File: src/rtl/mult_pkg.sv
// Shared types and constants for the shift-and-add 16x16 multiplier.
package mult_pkg;

    localparam int unsigned WIDTH = 16;
    localparam int unsigned CNT_W = 4;
    localparam logic [CNT_W-1:0] LAST_ITER = CNT_W'(15);

    typedef enum logic [1:0] {
        IDLE  = 2'd0,
        ADD   = 2'd1,
        SHIFT = 2'd2,
        DONE  = 2'd3
    } state_t;

endpackage

File: src/rtl/adder16.sv
// 16-bit carry-ripple adder; the single adder reused by every multiply iteration.
module adder16
    import mult_pkg::*;
(
    input  logic [WIDTH-1:0] a,
    input  logic [WIDTH-1:0] b,
    input  logic             cin,
    output logic [WIDTH-1:0] s,
    output logic             cout
);

    logic [WIDTH:0] carry;

    always_comb begin
        carry    = '0;
        s        = '0;
        carry[0] = cin;
        for (int i = 0; i < int'(WIDTH); i++) begin
            s[i]       = a[i] ^ b[i] ^ carry[i];
            carry[i+1] = (a[i] & b[i]) | (carry[i] & (a[i] ^ b[i]));
        end
        cout = carry[WIDTH];
    end

endmodule

File: src/rtl/shift_add_mult16.sv
// Multi-cycle unsigned 16x16->32 multiplier: 16 ADD/SHIFT pairs over {X,A,Q}
// using one shared carry-ripple adder.
module shift_add_mult16
    import mult_pkg::*;
(
    input  logic               Clk,
    input  logic               Reset,
    input  logic               Run,
    input  logic [WIDTH-1:0]   Multiplicand,
    input  logic [WIDTH-1:0]   Multiplier,
    output logic [2*WIDTH-1:0] Product,
    output logic               Busy,
    output logic               Done
);

    state_t           state;
    logic [WIDTH-1:0] m_reg;
    logic [WIDTH-1:0] a_reg;
    logic [WIDTH-1:0] q_reg;
    logic             x_reg;
    logic [CNT_W-1:0] count;
    logic [WIDTH-1:0] sum;
    logic             sum_cout;

    adder16 u_adder (
        .a    (a_reg),
        .b    (m_reg),
        .cin  (1'b0),
        .s    (sum),
        .cout (sum_cout)
    );

    // Product is the raw register pair; consumers qualify it with Done.
    assign Product = {a_reg, q_reg};

    always_ff @(posedge Clk or posedge Reset) begin
        if (Reset) begin
            state <= IDLE;
            m_reg <= '0;
            a_reg <= '0;
            q_reg <= '0;
            x_reg <= 1'b0;
            count <= '0;
            Busy  <= 1'b0;
            Done  <= 1'b0;
        end else begin
            case (state)
                IDLE: begin
                    if (Run) begin
                        m_reg <= Multiplicand;
                        q_reg <= Multiplier;
                        a_reg <= '0;
                        x_reg <= 1'b0;
                        count <= '0;
                        Busy  <= 1'b1;
                        state <= ADD;
                    end
                end
                ADD: begin
                    if (q_reg[0]) begin
                        {x_reg, a_reg} <= {sum_cout, sum};
                    end else begin
                        x_reg <= 1'b0;
                    end
                    state <= SHIFT;
                end
                SHIFT: begin
                    // 33-bit logical right shift keeps the adder carry in the product.
                    {x_reg, a_reg, q_reg} <= {1'b0, x_reg, a_reg, q_reg[WIDTH-1:1]};
                    if (count == LAST_ITER) begin
                        Busy  <= 1'b0;
                        Done  <= 1'b1;
                        state <= DONE;
                    end else begin
                        count <= count + CNT_W'(1);
                        state <= ADD;
                    end
                end
                DONE: begin
                    if (!Run) begin
                        Done  <= 1'b0;
                        state <= IDLE;
                    end
                end
                default: state <= IDLE;
            endcase
        end
    end

endmodule
File: config.mk
export PLATFORM = sky130hd
export DESIGN_NAME = shift_add_mult16
export DESIGN_NICKNAME = d
export VERILOG_FILES = /design/src/rtl/mult_pkg.sv /design/src/rtl/adder16.sv /design/src/rtl/shift_add_mult16.sv
export SDC_FILE = /design/constraint.sdc
export NUM_CORES = 1
export LEC_CHECK = 0
export BUFFER_PORTS_ARGS = -buffer_cell sky130_fd_sc_hd__buf_4
export CORE_AREA = 2 2 77 79
export CTS_CLUSTER_DIAMETER = 120
export DETAILED_ROUTE_END_ITERATION = 10
export DIE_AREA = 0 0 79 81
export PLACE_DENSITY_LB_ADDON = 0.1
export SLEW_MARGIN = 30
export SYNTH_ARGS = -nofsm -noshare
export SYNTH_HDL_FRONTEND = slang
export SYNTH_SLANG_ARGS = --single-unit
File: constraint.sdc
create_clock -name Clk -period 11.2 [get_ports Clk]
set_input_delay 0.56 -clock Clk [delete_from_list [all_inputs] [get_ports Clk]]
set_output_delay 0.56 -clock Clk [all_outputs]
set_load 0.005 [all_outputs]
# Word level (Yosys, flattened, before mapping)
# Index checks and enable logic that the tools add are counted.
# totals
word_cells,128
out_inout_bits,34
ff_bits,57
inputBits,35
# op_classes
n_eq_ne,9
reduce_logical,12
mux,21
addsub,1
bitwise,77
# ops
op,count
$mux W16,3
$pmux W16 S3,1
$pmux W16 S2,1
$and A1 B1 Y1,31
$xor A1 B1 Y1,31
$or A1 B1 Y1,15
$reduce_and A3 Y1,4
$ne A2 B2 Y1 const B,5
$mux W4,2
$pmux W2 S4,1
$pmux W4 S2,1
$reduce_and A2 Y1,4
$mux W1,6
$mux W2,3
$add A4 B1 Y4 const B,1
$eq A2 B2 Y1 const B,2
$eq A4 B4 Y1 const B,1
$pmux W1 S2,2
$reduce_bool A2 Y1,2
$pmux W1 S3,1
$reduce_bool A3 Y1,1
$eq A2 B1 Y1 const B,1
$logic_not A2 Y1,1

# Depth between registers and ports, before layout
# logic_depth
ltp_word,33
mapped_depth,25
mapped_depth_nobuf,25

# By module
# A second synthesis with hierarchy kept.
# hier_totals
hier_cells,286
hier_area_um2,3186.8
# by_module_without_submodules
module,seq_area_each_um2,n_inst,area_per_inst_um2,cells_per_inst
shift_add_mult16,1426.4,1,2829.0,260
adder16,0.0,1,357.8,26

# Worst setup path after synthesis
# OpenSTA, ideal clock, no wires.
# synth_path
path_type,reg2reg
startpoint,register a_reg[0]
endpoint,register a_reg[15]
setup_ns,0.125
n_path_buf,0
path_slack_ns,4.867
stages_incl_launch_ff,26
t_required_ns,11.075
period_less_slack_ns,6.333
arrival_time_ns,6.208
path_cell_list,dfrtp_1 > ha_1 > inv_1 > fa_1 > fa_1 > fa_1 > fa_1 > fa_1 > fa_1 > fa_1 > fa_1 > inv_1 > fa_1 > fa_1 > inv_1 > fa_1 > fa_1 > inv_1 > fa_1 > inv_1 > fa_1 > inv_1 > fa_1 > a22oi_1 > nor2b_1 > mux2_2
# synth_between
elab_chain_cells,32
# synth_lines
item,line_no,text
from (decl),shift_add_mult16.sv:18,logic [WIDTH-1:0] a_reg;
from (signal assigned),shift_add_mult16.sv:61,"{x_reg, a_reg} <= {sum_cout, sum};"
from (signal assigned),shift_add_mult16.sv:69,"{x_reg, a_reg, q_reg} <= {1'b0, x_reg, a_reg, q_reg[WIDTH-1:1]};"
$and A1 B1 Y1 (2 in series),adder16.sv:20,carry[i+1] = (a[i] & b[i]) | (carry[i] & (a[i] ^ b[i]));
$or A1 B1 Y1,adder16.sv:20,
$and A1 B1 Y1,adder16.sv:20,
$or A1 B1 Y1,adder16.sv:20,
$and A1 B1 Y1,adder16.sv:20,
$or A1 B1 Y1,adder16.sv:20,
$and A1 B1 Y1,adder16.sv:20,
$or A1 B1 Y1,adder16.sv:20,
(+15 left out),-,
$or A1 B1 Y1,adder16.sv:20,
$and A1 B1 Y1,adder16.sv:20,
$or A1 B1 Y1,adder16.sv:20,
$and A1 B1 Y1,adder16.sv:20,
$or A1 B1 Y1,adder16.sv:20,
$xor A1 B1 Y1,adder16.sv:19,s[i] = a[i] ^ b[i] ^ carry[i];
$mux W16,shift_add_mult16.sv:60,if (q_reg[0]) begin
$pmux W16 S3,shift_add_mult16.sv:47,case (state)
# Every way passes these cells. The select of a mux whose other input is x is not followed.
# A chain may end at the register's enable or synchronous reset.

# Worst setup path in the final report
# Ends and elaborated chain as after synthesis.

==> out/qor.txt <==
max-slew violations: 0
vias in the first global route: 2,217
post-synth net total: 342
CTS sink count: 57
GR Util All Layers: 0.214
area grow syn2layout: 22.5%
number of hold buffers added after cts: 0
row count: 28
Slowest-stage cell, CP: fa_1
GRT overflow: 0
placed instance count: 417
Die ar.: 6400 µm²
Peak VDD IR: 0.000126 V
R2R Setup Slk: 4.51 ns
Skew-Pair Late Insertion Delay: 0.33 ns
CTS root buf: clkbuf_8
Layout Skew: 0.0101 ns
number of max-cap violations: 0
core area: 5680 µm²
post-synthesis cell count: 286
fin nets: 409
TritonCTS clock tree: yes
DP HPWL: 4210 µm
chip height: 81 µm
Initial Util: 0.556
number of buffers created by CTS: 9
#FFs+latches synth: 57
CP peak stage delay: 0.42 ns
Place WS: 4.55 ns
commonest cells after routing, fill and taps aside: buf_4, dfrtp_1, o21ai_0
reg2reg start: a_reg[0]$_DFFE_PP0P_
post-synthesis sequential area ratio: 0.452
routability congestion estimate from global placement: 0.768
CP required: 11.42 ns
CP dominant cell by count: fa_1
Iteration-0 DRC Markers: 164
outcome: complete, no violations
post-CTS sizing: 0
CP top delay family: adder cells
worst hold margin: 0.446 ns
Worst Path Max Fanout: 4
Synth cell types: 27
initial antenna violation count: 0
Clk pin slew, worst setup/hold paths: 0.06 ns
crit start category: flip-flop
Setup TNS: 0 ns
fraction of layout cells with a size suffix above 1: 0.303
Final Hold Viols: 0
drt pass-1 iters: 4
setup bufs post-CTS: 0
most common cell after layout, fill and taps aside: buf_4
ant diodes: 0
via density per instance: 5.10
setup ws final: 4.51 ns
worst rel slew slack: 0.360
Peak Freq: 0.149 GHz
Critical Path End Type: flip-flop
I/O Buffers: 68
post-route ant nets: 0
routed wire length: 6230 µm
RSZ-0062 raised after global routing: no
DIE WIDTH: 79 µm
# IOs: 69
first-pass GRT wire length: 10,600 µm
synthesized area: 3160 µm²
Hold Path Class: in2async
Clock H-tree levels: 3
worst endpoint data arrival time: 6.91 ns
largest net degree at the start of global routing: 58
DR vias: 2,200
worst-margin pin slew: 0.957 ns
pwr/cell area: 278 nW/µm²
post-route clock period utilization: 0.597
Leak: 1.85 nW
worst reg2reg path depth: 25
post-layout minimum cycle time: 6.69 ns
reg-to-reg critical path endpoint: a_reg[15]$_DFFE_PP0P_
# DRC: 0
average size of a mapped cell: 11.0 µm²
crit path buf inv count: 6
Synthesis Warnings: 0
Non-Filler Instances: 431
final setup fails: 0
FILL cells: 470
CTS Buffer Depth: 2
CP Class: reg2reg
Avg WL per Cell: 14.5 µm
Pwr Total: 1.07 mW
cell type report:
class	count	area, µm²	area share
Timing Repair Buffer	70	526	0.136
Tap cell	75	93.8	0.0243
Sequential cell	57	1430	0.369
Multi-Input combinational cell	181	1530	0.396
Inverter	34	128	0.0330
Clock buffer	14	163	0.0421
worst max path at each step:
stage,endpoint,startpoint,cells after the start
2_1_floorplan,a_reg[15]$_DFFE_PP0P_,a_reg[0]$_DFFE_PP0P_,25
3_3_place_gp,a_reg[15]$_DFFE_PP0P_,a_reg[0]$_DFFE_PP0P_,25
4_1_cts,a_reg[15]$_DFFE_PP0P_,a_reg[0]$_DFFE_PP0P_,25
5_1_grt,a_reg[15]$_DFFE_PP0P_,a_reg[0]$_DFFE_PP0P_,25
3_5_place_dp,a_reg[15]$_DFFE_PP0P_,a_reg[0]$_DFFE_PP0P_,25
6_report,a_reg[15]$_DFFE_PP0P_,a_reg[0]$_DFFE_PP0P_,25
logic make-up (layout without fill, tap and decap cells):
logic type	Yosys count	after routing	synth area share
adder cells (fa/ha/maj)	21	21	0.119
multiplexers	52	52	0.175
AND/OR/NAND/NOR	57	57	0.101
AO/OA/AOI/OAI	51	51	0.0892
flip-flops	57	57	0.452
buffers and inverters	48	118	0.0638
routing by layer:
layer  up-vias  track usage  share of wire
met5         -            0              0
met1      1070        0.295           0.48
met4         0       0.0931          0.019
met2        38        0.330           0.46
li1       1082            -              -
met3        10       0.0478          0.038
through the flow:
| step | utilization | instance area, µm² |
|---|---|---|
| finish | 0.681 | 3870 |
| global route | 0.681 | 3870 |
| CTS | 0.681 | 3870 |
| detailed placement | 0.653 | 3700 |
| global placement | 0.653 | 3700 |
| floorplan | - | 3160 |
where the power goes:
group	switching [mW]	internal, mW	leakage, nW
Combinational	0.266	0.266	1.05
Clock	0.0761	0.0902	0.0826
Sequential	0.0752	0.300	0.718
Total	0.417	0.656	1.85
synthesized netlist by cell type:
cell type | count | area, µm²
a211o_1 | 1 | 8.76
a21oi_1 | 3 | 15.0
a22oi_1 | 5 | 37.5
a2bb2oi_1 | 1 | 8.76
a41oi_1 | 1 | 8.76
and2_1 | 11 | 68.8
and4_1 | 1 | 8.76
buf_2 | 8 | 40.0
buf_4 | 1 | 7.51
buf_6 | 1 | 11.3
clkbuf_1 | 4 | 15.0
dfrtp_1 | 57 | 1430
fa_1 | 15 | 300
ha_1 | 6 | 75.1
inv_1 | 34 | 128
mux2_2 | 22 | 248
mux2i_1 | 29 | 290
mux2i_2 | 1 | 13.8
nand2_1 | 21 | 78.8
nand3_1 | 4 | 20.0
nor2b_1 | 17 | 106
nor2b_4 | 1 | 13.8
nor3_4 | 1 | 16.3
nor4_1 | 1 | 6.26
o21ai_0 | 37 | 185
o21ai_1 | 2 | 10.0
o31ai_1 | 1 | 7.51
worst min-delay path, cell delays in order:
cell and delay, ns:
buf_4 0.11, inv_2 0.03, buf_4 0.58
(Power assumes the default switching activity.)
